[src/rtl/instruction_encode_if.sv]
// Request/response bundle for the instruction encoder.
// The master drives requests and consumes encoded words; the slave is the encoder.
interface instruction_encode_if #(
  parameter int ADDR_W = 10
);
  logic              in_valid;
  logic              in_ready;
  logic [2:0]        op_class;
  logic [2:0]        op_sel;
  logic [4:0]        rs;
  logic [4:0]        rt;
  logic [4:0]        rd;
  logic [4:0]        shamt;
  logic [15:0]       imm;
  logic [25:0]       target;
  logic              out_valid;
  logic              out_ready;
  logic [31:0]       out_instr;
  logic [ADDR_W-1:0] out_addr;

  modport master (
    output in_valid, op_class, op_sel, rs, rt, rd, shamt, imm, target, out_ready,
    input  in_ready, out_valid, out_instr, out_addr
  );

  modport slave (
    input  in_valid, op_class, op_sel, rs, rt, rd, shamt, imm, target, out_ready,
    output in_ready, out_valid, out_instr, out_addr
  );
endinterface

[src/rtl/instruction_encode.sv]
// Packs class/select/operand fields into MIPS-style words and streams them out
// of a small FIFO with a running word address; invalid codes are dropped and counted.
module instruction_encode #(
  parameter int DEPTH  = 2,
  parameter int ADDR_W = 10
) (
  input  logic                   clk,
  input  logic                   rst_n,
  instruction_encode_if.slave    bus,
  output logic                   err,
  output logic [7:0]             err_count,
  output logic [$clog2(DEPTH):0] level
);
  // Handshakes: a transfer happens on any rising edge where valid && ready.
  // in_ready depends only on registered occupancy, never on out_ready.
  localparam int PW = $clog2(DEPTH);
  localparam logic [PW:0] FULL_LVL = (PW+1)'(DEPTH);

  logic [31:0]       mem [DEPTH];
  logic [PW-1:0]     wr_ptr;
  logic [PW-1:0]     rd_ptr;
  logic [ADDR_W-1:0] addr_q;
  logic [31:0]       word;
  logic              word_ok;
  logic [25:0]       rfmt;
  logic [25:0]       ifmt;
  logic              accept;
  logic              push;
  logic              pop;
  logic              bad;

  assign rfmt = {bus.rs, bus.rt, bus.rd, bus.shamt, 6'b000000};
  assign ifmt = {bus.rs, bus.rt, bus.imm};

  always_comb begin
    word    = '0;
    word_ok = 1'b1;
    case (bus.op_class)
      3'd0: begin
        word = {6'b000000, rfmt};
        case (bus.op_sel)
          3'b000:  word[5:0] = 6'b100000;
          3'b001:  word[5:0] = 6'b100010;
          3'b010:  word[5:0] = 6'b100001;
          3'b011:  word[5:0] = 6'b100011;
          3'b100:  word[5:0] = 6'b001000;
          3'b110:  word[5:0] = 6'b001001;
          default: word_ok   = 1'b0;
        endcase
      end
      3'd1: begin
        word = {6'b000000, rfmt};
        case (bus.op_sel)
          3'b000:  word[5:0] = 6'b100100;
          3'b001:  word[5:0] = 6'b100101;
          3'b010:  word[5:0] = 6'b001100;
          3'b011:  word[5:0] = 6'b001101;
          3'b100:  word[5:0] = 6'b000000;
          3'b101:  word[5:0] = 6'b000010;
          default: word_ok   = 1'b0;
        endcase
      end
      3'd2: begin
        word = {6'b000000, rfmt};
        case (bus.op_sel)
          3'b000:  word[5:0] = 6'b101010;
          3'b001:  word[5:0] = 6'b001010;
          default: word_ok   = 1'b0;
        endcase
      end
      3'd3: begin
        case (bus.op_sel)
          3'b000:  word    = {6'b100011, ifmt};
          3'b001:  word    = {6'b101011, ifmt};
          default: word_ok = 1'b0;
        endcase
      end
      3'd4: begin
        case (bus.op_sel)
          3'b000:  word    = {6'b000100, ifmt};
          3'b001:  word    = {6'b000101, ifmt};
          3'b010:  word    = {6'b000111, ifmt};
          3'b011:  word    = {6'b011000, ifmt};
          3'b100:  word    = {6'b011001, ifmt};
          3'b101:  word    = {6'b010101, ifmt};
          default: word_ok = 1'b0;
        endcase
      end
      3'd5: begin
        case (bus.op_sel)
          3'b000:  word    = {6'b000010, bus.target};
          3'b001:  word    = {6'b001000, bus.rs, 21'b0};
          3'b010:  word    = {6'b000011, bus.target};
          default: word_ok = 1'b0;
        endcase
      end
      default: word_ok = 1'b0;
    endcase
  end

  assign bus.in_ready  = (level < FULL_LVL);
  assign bus.out_valid = (level != '0);
  assign bus.out_instr = bus.out_valid ? mem[rd_ptr] : 32'h0;
  assign bus.out_addr  = addr_q;

  assign accept = bus.in_valid && bus.in_ready;
  assign push   = accept && word_ok;
  assign bad    = accept && !word_ok;
  assign pop    = bus.out_valid && bus.out_ready;

  // Storage needs no reset: the head is masked to zero whenever the FIFO is empty.
  always_ff @(posedge clk) begin
    if (push) mem[wr_ptr] <= word;
  end

  always_ff @(posedge clk) begin
    if (!rst_n) begin
      wr_ptr    <= '0;
      rd_ptr    <= '0;
      level     <= '0;
      addr_q    <= '0;
      err       <= 1'b0;
      err_count <= 8'h00;
    end else begin
      if (push) wr_ptr <= wr_ptr + 1'b1;
      if (pop) begin
        rd_ptr <= rd_ptr + 1'b1;
        addr_q <= addr_q + 1'b1;
      end
      if (push && !pop)      level <= level + 1'b1;
      else if (pop && !push) level <= level - 1'b1;
      err <= bad;
      if (bad && err_count != 8'hFF) err_count <= err_count + 8'h01;
    end
  end
endmodule

[src/flat_wrapper.sv]
// flat-port wrapper written by rule: the top's interface ports become plain ports
module instruction_encode_flat 
#(
  parameter int DEPTH  = 2,
  parameter int ADDR_W = 10
)
  (clk, rst_n, err, err_count, level, bus_in_valid, bus_op_class, bus_op_sel, bus_rs, bus_rt, bus_rd, bus_shamt, bus_imm, bus_target, bus_out_ready, bus_in_ready, bus_out_valid, bus_out_instr, bus_out_addr);
  instruction_encode_if #(.ADDR_W(ADDR_W)) bus_i ();
  input  logic clk;
  input  logic rst_n;
  output logic err;
  output logic [7:0] err_count;
  output logic [$clog2(DEPTH):0] level;
  input wire logic [$bits(bus_i.in_valid)-1:0] bus_in_valid;
  input wire logic [$bits(bus_i.op_class)-1:0] bus_op_class;
  input wire logic [$bits(bus_i.op_sel)-1:0] bus_op_sel;
  input wire logic [$bits(bus_i.rs)-1:0] bus_rs;
  input wire logic [$bits(bus_i.rt)-1:0] bus_rt;
  input wire logic [$bits(bus_i.rd)-1:0] bus_rd;
  input wire logic [$bits(bus_i.shamt)-1:0] bus_shamt;
  input wire logic [$bits(bus_i.imm)-1:0] bus_imm;
  input wire logic [$bits(bus_i.target)-1:0] bus_target;
  input wire logic [$bits(bus_i.out_ready)-1:0] bus_out_ready;
  output wire logic [$bits(bus_i.in_ready)-1:0] bus_in_ready;
  output wire logic [$bits(bus_i.out_valid)-1:0] bus_out_valid;
  output wire logic [$bits(bus_i.out_instr)-1:0] bus_out_instr;
  output wire logic [$bits(bus_i.out_addr)-1:0] bus_out_addr;
  assign bus_i.in_valid = bus_in_valid;
  assign bus_i.op_class = bus_op_class;
  assign bus_i.op_sel = bus_op_sel;
  assign bus_i.rs = bus_rs;
  assign bus_i.rt = bus_rt;
  assign bus_i.rd = bus_rd;
  assign bus_i.shamt = bus_shamt;
  assign bus_i.imm = bus_imm;
  assign bus_i.target = bus_target;
  assign bus_i.out_ready = bus_out_ready;
  assign bus_in_ready = bus_i.in_ready;
  assign bus_out_valid = bus_i.out_valid;
  assign bus_out_instr = bus_i.out_instr;
  assign bus_out_addr = bus_i.out_addr;
  instruction_encode #(.DEPTH(DEPTH), .ADDR_W(ADDR_W)) u_core (.clk(clk), .rst_n(rst_n), .bus(bus_i), .err(err), .err_count(err_count), .level(level));
endmodule
[config.mk]
export PLATFORM = sky130hd
export DESIGN_NAME = instruction_encode_flat
export DESIGN_NICKNAME = d
export VERILOG_FILES = /design/src/rtl/instruction_encode_if.sv /design/src/rtl/instruction_encode.sv /design/src/flat_wrapper.sv
export SDC_FILE = /design/constraint.sdc
export NUM_CORES = 1
export LEC_CHECK = 0
export ABC_AREA = 0
export CELL_PAD_IN_SITES_DETAIL_PLACEMENT = 0
export CELL_PAD_IN_SITES_GLOBAL_PLACEMENT = 2
export CORE_UTILIZATION = 29
export CTS_CLUSTER_SIZE = 24
export DETAILED_ROUTE_END_ITERATION = 16
export GPL_TIMING_DRIVEN = 1
export PLACE_DENSITY_LB_ADDON = 0.1
export REMOVE_ABC_BUFFERS = 1
export SLEW_MARGIN = 20
export SYNTH_ARGS = -nofsm -noshare
export SYNTH_HDL_FRONTEND = slang
export SYNTH_SLANG_ARGS = --single-unit
[constraint.sdc]
create_clock -name clk -period 6.44 [get_ports clk]
set_input_delay 1.288 -clock clk [delete_from_list [all_inputs] [get_ports clk]]
set_output_delay 1.288 -clock clk [all_outputs]
set_load 0.05 [all_outputs]
# After elaboration in Yosys (flattened, before gate mapping)
# Memories as Yosys holds them, arrays and structs flattened. A register that Yosys moved wholly into a read port is not among the register bits.
# Cells that the tools add are included.
# classes
bitwise_logic	0
n_shift	0
muxes	19
reduce_logical	20
n_div	0
eq_ne	12
mul	0
add_sub_neg	6
magnitude_cmp	1
# op_table
cell	count
case mux 32 bit (6 select lines)	1
case mux 31 bit (6 select lines)	1
case mux 30 bit (3 select lines)	1
case mux 32 bit (2 select lines)	1
case mux 6 bit (6 select lines)	1
2-to-1 mux 32 bit	1
case mux 6 bit (5 select lines)	1
equality test 3 bit, second input constant	5
equality test 3 x 2 -> 1 bit, second input constant	4
case mux 6 bit (2 select lines)	1
OR reduction 6 bit	2
adder 10 x 1 -> 10 bit, second input constant	1
adder 8 x 1 -> 8 bit, second input constant	1
2-to-1 mux 1 bit	8
!= test 8 bit, second input constant	1
logical AND 1 bit	7
equality test 3 x 1 -> 1 bit, second input constant	2
logical NOT 3 bit	2
OR reduction 2 bit	3
2-to-1 mux 2 bit	2
case mux 1 bit (4 select lines)	1
nonzero test 2 bit	2
logical NOT 1 bit	3
OR reduction 3 bit	1
other kinds (4)	5
# word_totals
mem_bits_ro	0
output_inout_bits	55
mem_bits_rw	64
regBits	23
latchBits	0
n_memories	1
# memory_table
name	depth	word_bits	rd	rd_clocked_by_memory_dff	wr	line	source
u_core.mem	2	32	1	1	1	instruction_encode.sv:19	logic [31:0] mem [DEPTH];

# Depth between registers and ports, before layout
# logic_depth
depth_word	9
mapped_depth	8
mapped_depth_nobuf	7

# Least setup slack after synthesis
# Ideal clock, no wire load.
# synth_path
path_type	input to register
start	in bus_op_class[1]
end	mem u_core.mem[0][0] (enable)
required_ns	5.938
n_path_buf	1
stages	4
slack_ns	1.127
arrival_ns	4.811
path_cell_list	buf_4 a21oi_1 o22ai_2 nor4_1
# synth_between
elab_chain_len	6
# synth_rtl
element	line	source
start: declaration	flat_wrapper.sv:15	input wire logic [$bits(bus_i.op_class)-1:0] bus_op_class;
equality test 3 x 1 -> 1 bit (tied with other cells)	instruction_encode.sv:38	case (bus.op_class)
OR reduction 2 bit (no line)	-	
case mux 1 bit (4 select lines) (*)	instruction_encode.sv:38	
logical AND 1 bit (*)	instruction_encode.sv:107	assign push = accept && word_ok;
2-to-1 mux 1 bit (*)	instruction_encode.sv:113	if (push) mem[wr_ptr] <= word;
2-to-1 mux 1 bit (not written as such) (*)	instruction_encode.sv:113	
end: declaration	instruction_encode.sv:19	
# Mark *: on every way between the ends. The rest lies on a longest branch, timed or not.

==> results.yml <==
synth:
  syn_avg_cell_area_um2: 11.2
  synth_area_leader_cell: "edfxtp_1"
  synth_fa_ha_area_share_pct: 0.913
  synth_area_um2: 4110
  synth_edf_count: 64
  synth-simple-area-share_pct: 12.8
  synthFlopType: "edfxtp_1"
  ys_async_sr_fraction_pct: 0
  synthCells: 366
  synth.top_cells.by_area: "edfxtp_1 (47%), dfxtp_1 (12%), mux2i_1 (8.0%)"
  synth_seq_cells: 88
  synth_common_cells: "edfxtp_1 (64), nor2_1 (57), mux2i_1 (33)"
  synth_top_family_by_area: "compound AO/OA/AOI/OAI gates"
  synth_top_area_share_pct: 46.7
  ys_warn_count: 0
  synth_cell_types: 43
  synthMuxAreaShare_pct: 8.03
  synth-xor-area-share_pct: 2.56
  synth_compound_area_share_pct: 12.8
  synth_most_common_cell: "edfxtp_1"
  ys_seq_area_share_pct: 58.4
drt:
  dr_total_vias: 3189
  firstDrtPassIters: 6
  wirelength_um: 10600
  drtIter0Drc: 197
  wl_per_cell_um: 15.8
  drc: 0
  viasPerCell: 4.76
  postRouteAntennaNets: 0
placed_design:
  port_buffers: 126
  dp.cells: 653
  dp_hpwl_um: 6750
  gp_congestion: 0.724
global_routing:
  grt_overflow: 0
  antenna_found_initial: 0
  grt_max_degree: 34
  grt_pass1_wl_um: 16500
  grt_usage_pct: 14.9
  grt_pass1_vias: 3186
floorplan:
  top_level_ports: 127
  die_area_um2: 14700
  fp.coreArea_um2: 13900
  start_util_pct: 29.6
  dieWidth_um: 121
  rows: 43
  die_h_um: 121
outcome:
  outcome: "complete, no violations"
clock_tree:
  cts_buffers: 9
  holdBufCountCts: 0
  worstSkewPairLatency_ns: 0.33
  post_cts_buffers: 0
  clock-sinks: 88
  cts_resized: 0
  h-tree-depth: 3
  root_buffer: "clkbuf_16"
  clock_path_buffers: 2
  clk_pin_slew_ns: 0.06
  tritoncts: "yes"
sta:
  min_period_ns: 3.82
  hold_viol: 0
  drv_slew: 0
  post-route-period-util_pct: 59.4
  max-slew-margin-rel_pct: 28.2
  fmax_mhz: 262
  final.setup.tns_ns: 0
  skew_ns: 0.00523
  worst_pin_slew_ns: 1.08
  setup_violations: 0
  hold_ws_ns: 0.498
  rsz0062_at_grt: "no"
pwr:
  powerDensity_nw_per_um2: 359
  total_power_mw: 2.09
  vdd_drop_max_mv: 0.215
  p_leak_nw: 2.04
critical_path:
  crit_arrival_ns: 2.54
  crit_path_max_fanout: 32
  worstPathRequired_ns: 5.15
  crit_type: "flop to primary output"
  worst_setup_path_start_kind: "flop"
  endpoint_kind: "primary output"
worst_hold_path:
  hp-class: "flop to flop"
layout:
  insertedDiodeCount: 0
  stdcell_count: 670
  final_util_pct: 42.0
  nNetsFinal: 560
  syn_to_final_growth_pct: 41.9
  drive_above_1_share_pct: 5.31
job:
  maxCapViolCount: 0
-- registers in the layout, summed over array words and instances, names as in the netlist, named ones only --
signal,flops
u_core.bus.out_addr,10
u_core.err,1
u_core.err_count,8
u_core.level,2
u_core.mem,64
u_core.rd_ptr,1
u_core.wr_ptr,1
-- stage by stage --
step / worst slack [ns] / area (um2)
global route: 2.44 / 5840
global placement: 2.33 / 5520
CTS: 2.54 / 5820
finish: 2.62 / 5840
floorplan: 1.26 / 4010
detailed placement: 2.29 / 5520
-- critical path: stages, from the launching register on --
cell and delay, ns:
dfxtp_2 1.01, mux2i_1 0.17, nor2_1 0.12, clkdlybuf4s50_1 0.84
-- layout make-up --
cell class,instances,area [um2]
clock inverter,3,42.5
timing repair buffer,129,1290
sequential,88,2400
fill,1384,8050
tap,180,225
clock buffer,13,250
inverter,21,78.8
multi-input combinational,236,1540
-- layout by cell type (no fill, tap or decap), types with 9 or more instances in the layout --
master	Yosys	routed
inv_1	21	21
a22o_1	12	12
a222oi_1	10	10
mux2i_1	33	33
clkbuf_16	0	9
nor2_1	57	56
a21oi_1	17	16
dfxtp_1	24	23
nand2_1	17	17
clkdlybuf4s50_1	0	126
edfxtp_1	64	64
o21ai_0	16	16
-- worst paths after layout --
check | start | end | slack [ns] | cells past startpoint
worst max-delay path | flop | bus_out_instr[6] | 2.62 | 3
worst min register to register | u_core.bus.out_addr[9]$_SDFFE_PN0P_ | u_core.bus.out_addr[9]$_SDFFE_PN0P_ | 0.50 | 2
worst max register to register | u_core.level[1]$_SDFFE_PN0P_ | u_core.mem[1][17]$_DFFE_PP_ | 4.32 | 4
worst min-delay path | u_core.bus.out_addr[9]$_SDFFE_PN0P_ | u_core.bus.out_addr[9]$_SDFFE_PN0P_ | 0.50 | 2
-- logic make-up (layout without fill, tap and decap cells) --
group / after synthesis / count (layout)
AOI/OAI and AO/OA: 73 / 73
xor gates and xnor gates: 12 / 12
adders and majority gates: 3 / 3
buffers and inverters: 42 / 166
DFF: 88 / 88
muxes: 33 / 33
and+or+nand+nor: 115 / 115
-- where the power goes --
part / switching (mW) / internal [mW]
Clock: 0.204 / 0.311
Combinational: 0.554 / 0.308
Sequential: 0.0617 / 0.655
Total: 0.820 / 1.27
-- layer usage --
metal / vias to the layer above / global-route usage [%] / routed length [um]
met5: - / 0 / 0
met4: 0 / 6.02 / 167
met3: 10 / 2.87 / 629
met2: 92 / 24.7 / 5030
met1: 1492 / 19.0 / 4730
li1: 1595 / - / -
Power figures use the tool's default switching activity.
